[config.mk]
export PLATFORM = sky130hd
export DESIGN_NAME = otp_xor_gate_flat
export DESIGN_NICKNAME = d
export VERILOG_FILES = /design/src/rtl/otp_xor_gate_pkg.sv /design/src/rtl/otp_xor_gate_if.sv /design/src/rtl/otp_xor_gate_xor_bit.sv /design/src/rtl/otp_xor_gate.sv /design/src/flat_wrapper.sv
export SDC_FILE = /design/constraint.sdc
export NUM_CORES = 1
export LEC_CHECK = 0
export ABC_AREA = 1
export BUFFER_PORTS_ARGS = -buffer_cell sky130_fd_sc_hd__buf_4
export CAP_MARGIN = 25
export CORE_UTILIZATION = 45
export DETAILED_ROUTE_END_ITERATION = 6
export PLACE_DENSITY = 0.69
export SETUP_SLACK_MARGIN = 0.05
export SLEW_MARGIN = 30
export SYNTH_ARGS = -nofsm -noshare
export SYNTH_HDL_FRONTEND = slang
export SYNTH_HIERARCHICAL = 1
export SYNTH_SLANG_ARGS = --single-unit
[constraint.sdc]
create_clock -name clk -period 2.1 [get_ports clk]
set_input_delay 0 -clock clk [delete_from_list [all_inputs] [get_ports clk]]
set_output_delay 0 -clock clk [all_outputs]
set_load 0.1 [all_outputs]
[src/rtl/otp_xor_gate_pkg.sv]
// Shared defaults and width helpers for the one-time-pad XOR unit.
package otp_xor_pkg;

  localparam int DEF_KEY_W   = 32;
  localparam int DEF_GROUP_W = 8;

  // Bits needed for a counter that must be able to hold the value g.
  function automatic int cnt_width(input int g);
    return (g < 1) ? 1 : $clog2(g + 1);
  endfunction

  // Bits needed to index a register of width w.
  function automatic int ptr_width(input int w);
    return (w < 2) ? 1 : $clog2(w);
  endfunction

endpackage

[src/rtl/otp_xor_gate_if.sv]
// Bit-stream, key-control and group-output signals of the OTP XOR unit.
// Handshake: a bit is taken on a rising edge where in_valid=1 and neither
// key_load nor flush is high; there is no back-pressure (the unit is always
// ready). out_valid and group_valid are single-cycle pulses with no ready.
interface otp_xor_gate_if
  import otp_xor_pkg::*;
#(
  parameter int KEY_W   = DEF_KEY_W,
  parameter int GROUP_W = DEF_GROUP_W
);

  logic                           a;
  logic                           b;
  logic                           in_valid;
  logic                           use_key;
  logic                           key_load;
  logic [KEY_W-1:0]               key_in;
  logic                           flush;
  logic                           out_comb;
  logic                           out;
  logic                           out_valid;
  logic [GROUP_W-1:0]             group_data;
  logic                           group_valid;
  logic [ptr_width(KEY_W)-1:0]    dbg_key_ptr;
  logic [cnt_width(GROUP_W)-1:0]  dbg_bit_cnt;

  modport master (
    output a, b, in_valid, use_key, key_load, key_in, flush,
    input  out_comb, out, out_valid, group_data, group_valid,
    input  dbg_key_ptr, dbg_bit_cnt
  );

  modport slave (
    input  a, b, in_valid, use_key, key_load, key_in, flush,
    output out_comb, out, out_valid, group_data, group_valid,
    output dbg_key_ptr, dbg_bit_cnt
  );

endinterface

[src/rtl/otp_xor_gate_xor_bit.sv]
// Single-bit XOR core: the whole cipher is this gate applied bit by bit.
module xor_bit (
  input  logic a,
  input  logic b,
  output logic y
);

  // Pure combinational gate.
  always_comb begin
    y = a ^ b;
  end

endmodule

[src/rtl/otp_xor_gate.sv]
// Bit-serial one-time-pad XOR cipher. Each accepted bit is XORed with a key
// bit (port b or the wrapping internal key register), registered, and packed
// MSB-first into GROUP_W-bit groups. Encrypt and decrypt are identical.
module otp_xor_gate
  import otp_xor_pkg::*;
#(
  parameter int KEY_W   = DEF_KEY_W,
  parameter int GROUP_W = DEF_GROUP_W
) (
  input  logic              clk,
  input  logic              rst,
  otp_xor_gate_if.slave     bus
);

  localparam int PTR_W = ptr_width(KEY_W);
  localparam int CNT_W = cnt_width(GROUP_W);
  localparam logic [PTR_W-1:0] PTR_TOP  = PTR_W'(KEY_W - 1);
  localparam logic [CNT_W-1:0] CNT_LAST = CNT_W'(GROUP_W - 1);

  logic [KEY_W-1:0]   key_reg;
  logic [PTR_W-1:0]   key_ptr;
  logic [CNT_W-1:0]   bit_cnt;
  logic [GROUP_W-1:0] shift_reg;
  logic [GROUP_W-1:0] group_q;
  logic               group_valid_q;
  logic               out_q;
  logic               out_valid_q;

  logic               key_bit;
  logic               res_bit;
  logic               comb_y;
  logic               accept;
  logic [GROUP_W-1:0] shift_next;

  // Pure gate on the raw ports, no clock or reset involvement.
  xor_bit u_comb_xor (
    .a (bus.a),
    .b (bus.b),
    .y (comb_y)
  );

  // Datapath gate: data bit against the selected key bit.
  xor_bit u_dp_xor (
    .a (bus.a),
    .b (key_bit),
    .y (res_bit)
  );

  // Key-bit selection, accept qualification and next shift value.
  always_comb begin
    key_bit    = bus.use_key ? key_reg[key_ptr] : bus.b;
    accept     = bus.in_valid & ~bus.key_load & ~bus.flush;
    shift_next = {shift_reg[GROUP_W-2:0], res_bit};
  end

  // Key register and wrapping MSB-first key pointer; load and flush rewind.
  always_ff @(posedge clk) begin
    if (rst) begin
      key_reg <= '0;
      key_ptr <= PTR_TOP;
    end else begin
      if (bus.key_load) begin
        key_reg <= bus.key_in;
      end
      if (bus.key_load || bus.flush) begin
        key_ptr <= PTR_TOP;
      end else if (accept && bus.use_key) begin
        key_ptr <= (key_ptr == '0) ? PTR_TOP : key_ptr - 1'b1;
      end
    end
  end

  // Result bit register, group packing and completion pulse.
  always_ff @(posedge clk) begin
    if (rst) begin
      out_q         <= 1'b0;
      out_valid_q   <= 1'b0;
      shift_reg     <= '0;
      bit_cnt       <= '0;
      group_q       <= '0;
      group_valid_q <= 1'b0;
    end else begin
      out_valid_q   <= 1'b0;
      group_valid_q <= 1'b0;
      if (bus.flush) begin
        shift_reg <= '0;
        bit_cnt   <= '0;
      end else if (accept) begin
        out_q       <= res_bit;
        out_valid_q <= 1'b1;
        shift_reg   <= shift_next;
        if (bit_cnt == CNT_LAST) begin
          group_q       <= shift_next;
          group_valid_q <= 1'b1;
          bit_cnt       <= '0;
        end else begin
          bit_cnt <= bit_cnt + 1'b1;
        end
      end
    end
  end

  assign bus.out_comb    = comb_y;
  assign bus.out         = out_q;
  assign bus.out_valid   = out_valid_q;
  assign bus.group_data  = group_q;
  assign bus.group_valid = group_valid_q;
  assign bus.dbg_key_ptr = key_ptr;
  assign bus.dbg_bit_cnt = bit_cnt;

endmodule

[src/flat_wrapper.sv]
// flat-port wrapper written by rule: the top's interface ports become plain ports
module otp_xor_gate_flat import otp_xor_pkg::*;
#(
  parameter int KEY_W   = DEF_KEY_W,
  parameter int GROUP_W = DEF_GROUP_W
)
  (clk, rst, bus_a, bus_b, bus_in_valid, bus_use_key, bus_key_load, bus_key_in, bus_flush, bus_out_comb, bus_out, bus_out_valid, bus_group_data, bus_group_valid, bus_dbg_key_ptr, bus_dbg_bit_cnt);
  otp_xor_gate_if #(.KEY_W(KEY_W), .GROUP_W(GROUP_W)) bus_i ();
  input  logic clk;
  input  logic rst;
  input wire logic [$bits(bus_i.a)-1:0] bus_a;
  input wire logic [$bits(bus_i.b)-1:0] bus_b;
  input wire logic [$bits(bus_i.in_valid)-1:0] bus_in_valid;
  input wire logic [$bits(bus_i.use_key)-1:0] bus_use_key;
  input wire logic [$bits(bus_i.key_load)-1:0] bus_key_load;
  input wire logic [$bits(bus_i.key_in)-1:0] bus_key_in;
  input wire logic [$bits(bus_i.flush)-1:0] bus_flush;
  output wire logic [$bits(bus_i.out_comb)-1:0] bus_out_comb;
  output wire logic [$bits(bus_i.out)-1:0] bus_out;
  output wire logic [$bits(bus_i.out_valid)-1:0] bus_out_valid;
  output wire logic [$bits(bus_i.group_data)-1:0] bus_group_data;
  output wire logic [$bits(bus_i.group_valid)-1:0] bus_group_valid;
  output wire logic [$bits(bus_i.dbg_key_ptr)-1:0] bus_dbg_key_ptr;
  output wire logic [$bits(bus_i.dbg_bit_cnt)-1:0] bus_dbg_bit_cnt;
  assign bus_i.a = bus_a;
  assign bus_i.b = bus_b;
  assign bus_i.in_valid = bus_in_valid;
  assign bus_i.use_key = bus_use_key;
  assign bus_i.key_load = bus_key_load;
  assign bus_i.key_in = bus_key_in;
  assign bus_i.flush = bus_flush;
  assign bus_out_comb = bus_i.out_comb;
  assign bus_out = bus_i.out;
  assign bus_out_valid = bus_i.out_valid;
  assign bus_group_data = bus_i.group_data;
  assign bus_group_valid = bus_i.group_valid;
  assign bus_dbg_key_ptr = bus_i.dbg_key_ptr;
  assign bus_dbg_bit_cnt = bus_i.dbg_bit_cnt;
  otp_xor_gate #(.KEY_W(KEY_W), .GROUP_W(GROUP_W)) u_core (.clk(clk), .rst(rst), .bus(bus_i));
endmodule
* Word level (Yosys, flattened, before mapping)
Index checks and enable logic that the tools add are counted.
Word-level totals: word-level logic and storage cells 34, flip-flop bits (word level) 59, output and inout bits 21, input port bits 40
Operators by class: bitwise gates (word level) 7, reduce and logical (&&, ||, !) cells 8, eq/ne operators 1, $add $sub $neg 2, mux-type cells 7, magnitude comparators 1
Operators with widths (count):
- $lt 5x6->1 const B | 1
- $bmux 1 s5 | 1
- $logic_not 5->1 | 1
- $mux 5 | 1
- $sub 5x1->5 const B | 1
- $add 4x1->4 const B | 1
- $eq 4x3->1 const B | 1
- $mux 1 | 4
- $mux 4 | 1
- $reduce_or 2->1 | 2
- $not 1->1 | 3
- $reduce_and 3->1 | 1
- $reduce_or 3->1 | 1
- $and 1x1->1 | 2
- $reduce_and 2->1 | 1
- $xor 1x1->1 | 2
- $logic_and 1x1->1 | 1
- $logic_or 1x1->1 | 1

* Logic depth before layout (Yosys ltp)
depth after elaboration 5, mapped depth 14, gate-level depth less buffers 14

* By module
The synthesis kept the hierarchy.
By module, submodules not included:
- otp_xor_gate | seq. area each 1181.1 um2, area an instance 2463.6 um2, times used 1, cells an instance 343
- xor_bit | seq. area each 0.0 um2, area an instance 18.8 um2, times used 2, cells an instance 5

* Least setup slack after synthesis
Ideal clock, no wire load.
kind flip-flop to flip-flop, start point register u_core.key_ptr[0], in the netlist u_core/bus.dbg_key_ptr[0], end point register u_core.group_q[0], in the netlist u_core/bus.group_data[0], buffers on the path 1, period minus slack after synthesis 2.403 ns, stages on the path, launching flop included 15, slack -0.303 ns, arrival time 2.287 ns, library setup time 0.117 ns, data required time 1.983 ns, path through dfxtp_1 inv_1 buf_1 nand2_1 nand3_1 nand3_1 nand3_1 nand2_1 nand3_1 nand2_1 inv_1 nand2_1 nand2_1 o21ai_1 nor2_1
Between the ends: word-level cells in the longest chain between the ends 4
Ends and longest elaborated chain:
- from (decl) | RTL line otp_xor_gate.sv:21 | logic [PTR_W-1:0] key_ptr;
- from (signal assigned) | RTL line otp_xor_gate.sv:68 | key_ptr <= (key_ptr == '0) ? PTR_TOP : key_ptr - 1'b1;
- $bmux 1 s5 | RTL line otp_xor_gate.sv:51 | key_bit = bus.use_key ? key_reg[key_ptr] : bus.b;
- $mux 1 (not written as such) | RTL line otp_xor_gate.sv:51
- $mux 1 | RTL line otp_xor_gate.sv:51
- net u_core.key_bit | RTL line otp_xor_gate.sv:29 | logic key_bit;
- $xor 1x1->1 | RTL line otp_xor_gate_xor_bit.sv:10 | y = a ^ b;
- net u_core.res_bit | RTL line otp_xor_gate.sv:30 | logic res_bit;
- to (signal assigned) | RTL line otp_xor_gate.sv:93 | group_q <= shift_next;
- to (decl) | RTL line otp_xor_gate.sv:24 | logic [GROUP_W-1:0] group_q;
The timed path passes the listed nets, and every way through them passes these cells. The select of a mux whose other input is x is not followed. A chain may end at the register's enable or synchronous reset.

* Final worst setup path
start point register u_core.key_ptr[1], in the netlist u_core/bus.dbg_key_ptr[1], end point register u_core.group_q[0], in the netlist u_core/bus.group_data[0]
The elaborated chain is that of the path after synthesis.

==> flow_summary.yaml <==
run_status:
  status: "finished, final reports clean"
worst_setup_path:
  rr_worst_depth: 13
  r2r-end: "u_core/bus.group_data[0]"
  cp.arrival_ps: 1980
  critPathMaxFanout: 12
  crit_path_top_delay_cell: "dfxtp_2"
  crit_family: "simple AND/OR/NAND/NOR gates"
  path_buf_inv: 2
  reg2reg_slack_ps: 340
  end_kind: "register"
  worstPathRequired_ps: 2320
  crit_top_cell: "nand2_1"
  r2r_start: "u_core/bus.dbg_key_ptr[1]"
  critical-path-max-stage-delay_ps: 450
  startpoint_type: "register"
  path_depth: 13
  path_cells: "clkinv_1 -> nor2_1 -> nand2_1 -> a21oi_1 -> nor2_1 -> nand2_1 -> nand3_1 -> nand2_1 -> inv_1 -> nand2_1 -> nand2_1 -> o21ai_1 -> nor2_1"
  critPathKind: "register to register"
clocking:
  cts_resized: 0
  cts_num_sinks: 59
  ctsHoldBuffers: 33
  clockRootBuffer: "clkbuf_8"
  cts_max_level: 3
  post_cts_buffers: 0
  cts_tree: "yes"
  clkTransAtPathRegs_ps: 60
  clk_path_buf_depth: 2
  cts_buffers: 9
  clk_latency_ps: 330
routing:
  drt-pass1-iter-count: 6
  antenna_left: 0
  drtIter0Drc: 133
  wirelength_mm: 6.339
  vias: 2557
  wire_per_inst_um: 12.24
  viasPerCell: 4.936
  drc: 0
global_route:
  antenna_found_initial: 0
  track_usage_pct: 23.31
  grt_pass1_vias: 2458
  grt_pass1_wl_mm: 10.82
  grt_overflow: 0
  grt_max_degree: 51
layout:
  diodes: 0
  final_core_utilization_pct: 66.67
  largest_reg_flops: 32
  final_nets: 488
  fill_cells: 473
  drive_gt1_share_pct: 18.97
  area_delta_synth_final_pct: 39.62
  fin_area_sq_um: 3492
sta:
  setup_viol: 0
  slew_headroom_pct: 69.01
  worstMarginPinSlew_ps: 464.3
  setup_tns_ps: 0
  final.min_clock_period_ps: 1765
  hold_viol: 0
  slew_violations: 0
  rsz0062_at_grt: "no"
  fin_ws_ps: 335.4
  fin_crit_sh_pct: 84.03
  fmax_mhz: 566.7
  finClkSkew_ps: 7.097
floorplanning:
  rows: 26
  die_w_um: 76.55
  initial_core_util_pct: 47.75
  dieArea_sq_um: 5860
  fp.coreArea_sq_um: 5238
  io_pins: 61
  die_height_um: 76.55
place:
  portBuffers: 60
  gp_congestion: 0.8700
  placed_cell_area_sq_um: 3013
  dp_hpwl_mm: 4.081
  place_ws_ps: 344.5
hold_path:
  hold_end: "u_core/bus.out_valid"
  hold_depth: 4
  hold_path.class: "input port to register"
  hp-start: "bus_flush"
pwr:
  power_density_nw_per_um2: 662.9
  p_leak_nw: 1.650
  sw_frac_of_total_pct: 24.33
  p_switching_uw: 563.2
  clock_power_share_pct: 35.6
  seqPwrFrac_pct: 51.3
  intPower_mw: 1.752
  power_mw: 2.315
  combPwrFrac_pct: 13.1
  peakVddDrop_mv: 0.4145
synth:
  yosys.area.top_type_share_pct: 47.22
  synthXorXnorAreaFrac_pct: 0.7004
  synth_area_per_cell_sq_um: 7.085
  yosys.area.top_type: "dfxtp_1"
  synth_area_sq_um: 2501
  ys_seq_area_share_pct: 47.22
  synth_top_family_by_area: "simple AND/OR/NAND/NOR gates"
  synthAdderAreaFrac_pct: 1.001
  synth-seq-cells: 59
  synthDistinctLibCells: 24
  synthTopCellsByArea: "dfxtp_1 47%, nor2_1 11%, o21ai_0 8.4%, nand2_1 7.5%, inv_1 5.4%"
  syn_inst: 353
  synth_simple_gate_area_share_pct: 26.41
  muxShareOfSynthArea_pct: 0
  ys_warn_count: 6
  syn_nets: 395
  synth_compound_gate_area_share_pct: 16.01
flow_run:
  maxCapViolCount: 0
## how the worst max path moves through the flow
stage	startpoint	end	slack, ps
global route	u_core/bus.dbg_key_ptr[1]	u_core/bus.group_data[0]	60
global placement	u_core/bus.dbg_key_ptr[1]	u_core/bus.group_data[0]	440
CTS	u_core/bus.dbg_key_ptr[1]	u_core/bus.group_data[0]	340
detailed placement	u_core/bus.dbg_key_ptr[1]	u_core/bus.group_data[0]	340
floorplan	u_core/bus.dbg_key_ptr[3]	u_core/shift_reg[0]	80
finish	u_core/bus.dbg_key_ptr[1]	u_core/bus.group_data[0]	340
## cell type report
type                       count  area [sq um]  share of cell area (%)
sequential                    59          1185                   33.93
multi-input combinational    239          1104                   31.60
timing repair buffer          98         818.3                   23.43
clock buffer                  13         148.9                   4.264
inverter                      39         148.9                   4.264
tap                           70         87.58                   2.508
## tightest hold or removal path, delay by kind of cell
kind                   cells  cell delay, ps
and+or+nand+nor            2             100
buffers and inverters      2             260
## Yosys cell counts (all sizes together)
master  instances
a21oi          24
clkbuf         12
clkinv          1
or2             1
nor2           77
o21ai          50
nand2          51
nand4           1
nor3            5
o211ai          4
dfxtp          59
nand3          22
inv            38
xor2            1
buf             4
xnor2           1
ha              2
## logic make-up (layout without fill, tap and decap cells)
logic type,count (synthesis),after routing
buffers and inverters,55,150
xor gates and xnor gates,2,2
and+or+nand+nor,157,157
adders and majority gates,2,2
AOI/OAI and AO/OA,78,78
DFF,59,59
## routing by layer
layer  vias up  GRT usage (%)  routed length, um  share of wire [%]
met3        12          4.671                314                5.0
met5         -              0                  0                  0
li1       1312              -                  -                  -
met1      1149          28.78               2942                 46
met4         0          10.96                110                1.7
met2        84          38.83               2971                 47
## layout by cell type, fill, tap and decap left out, types with 2 or more instances in the layout
| cell type | Yosys | routed |
|---|---|---|
| nor3_4 | 2 | 2 |
| o21ai_1 | 8 | 8 |
| clkbuf_8 | 0 | 10 |
| ha_1 | 2 | 2 |
| nor3_1 | 3 | 3 |
| dfxtp_1 | 59 | 56 |
| nand2_1 | 50 | 50 |
| nor2_1 | 76 | 76 |
| buf_4 | 0 | 65 |
| o21ai_0 | 42 | 42 |
| dfxtp_2 | 0 | 3 |
| clkbuf_1 | 12 | 3 |
| a21oi_1 | 24 | 24 |
| nand3_1 | 22 | 22 |
| o211ai_1 | 4 | 4 |
| inv_1 | 36 | 36 |
| dlygate4sd3_1 | 0 | 33 |
## power groups by stage
stage                     registers, mW  logic [mW]  clock network, mW
after global routing               1.19       0.335              0.899
after floorplan                    1.22       0.133                  0
after detailed placement           1.21       0.249                  0
after CTS                          1.19       0.299              0.846
after global placement             1.21       0.246                  0
final                              1.19       0.303              0.824
## per-stage QoR
step	cells	hold slack (ps)
2_1_floorplan	353	69.07
3_3_place_gp	472	196.6
3_5_place_dp	472	201.7
4_1_cts	518	66.02
5_1_grt	518	94.78
6_report	518	82.46
Note: power is estimated with default switching activity, not from simulation.
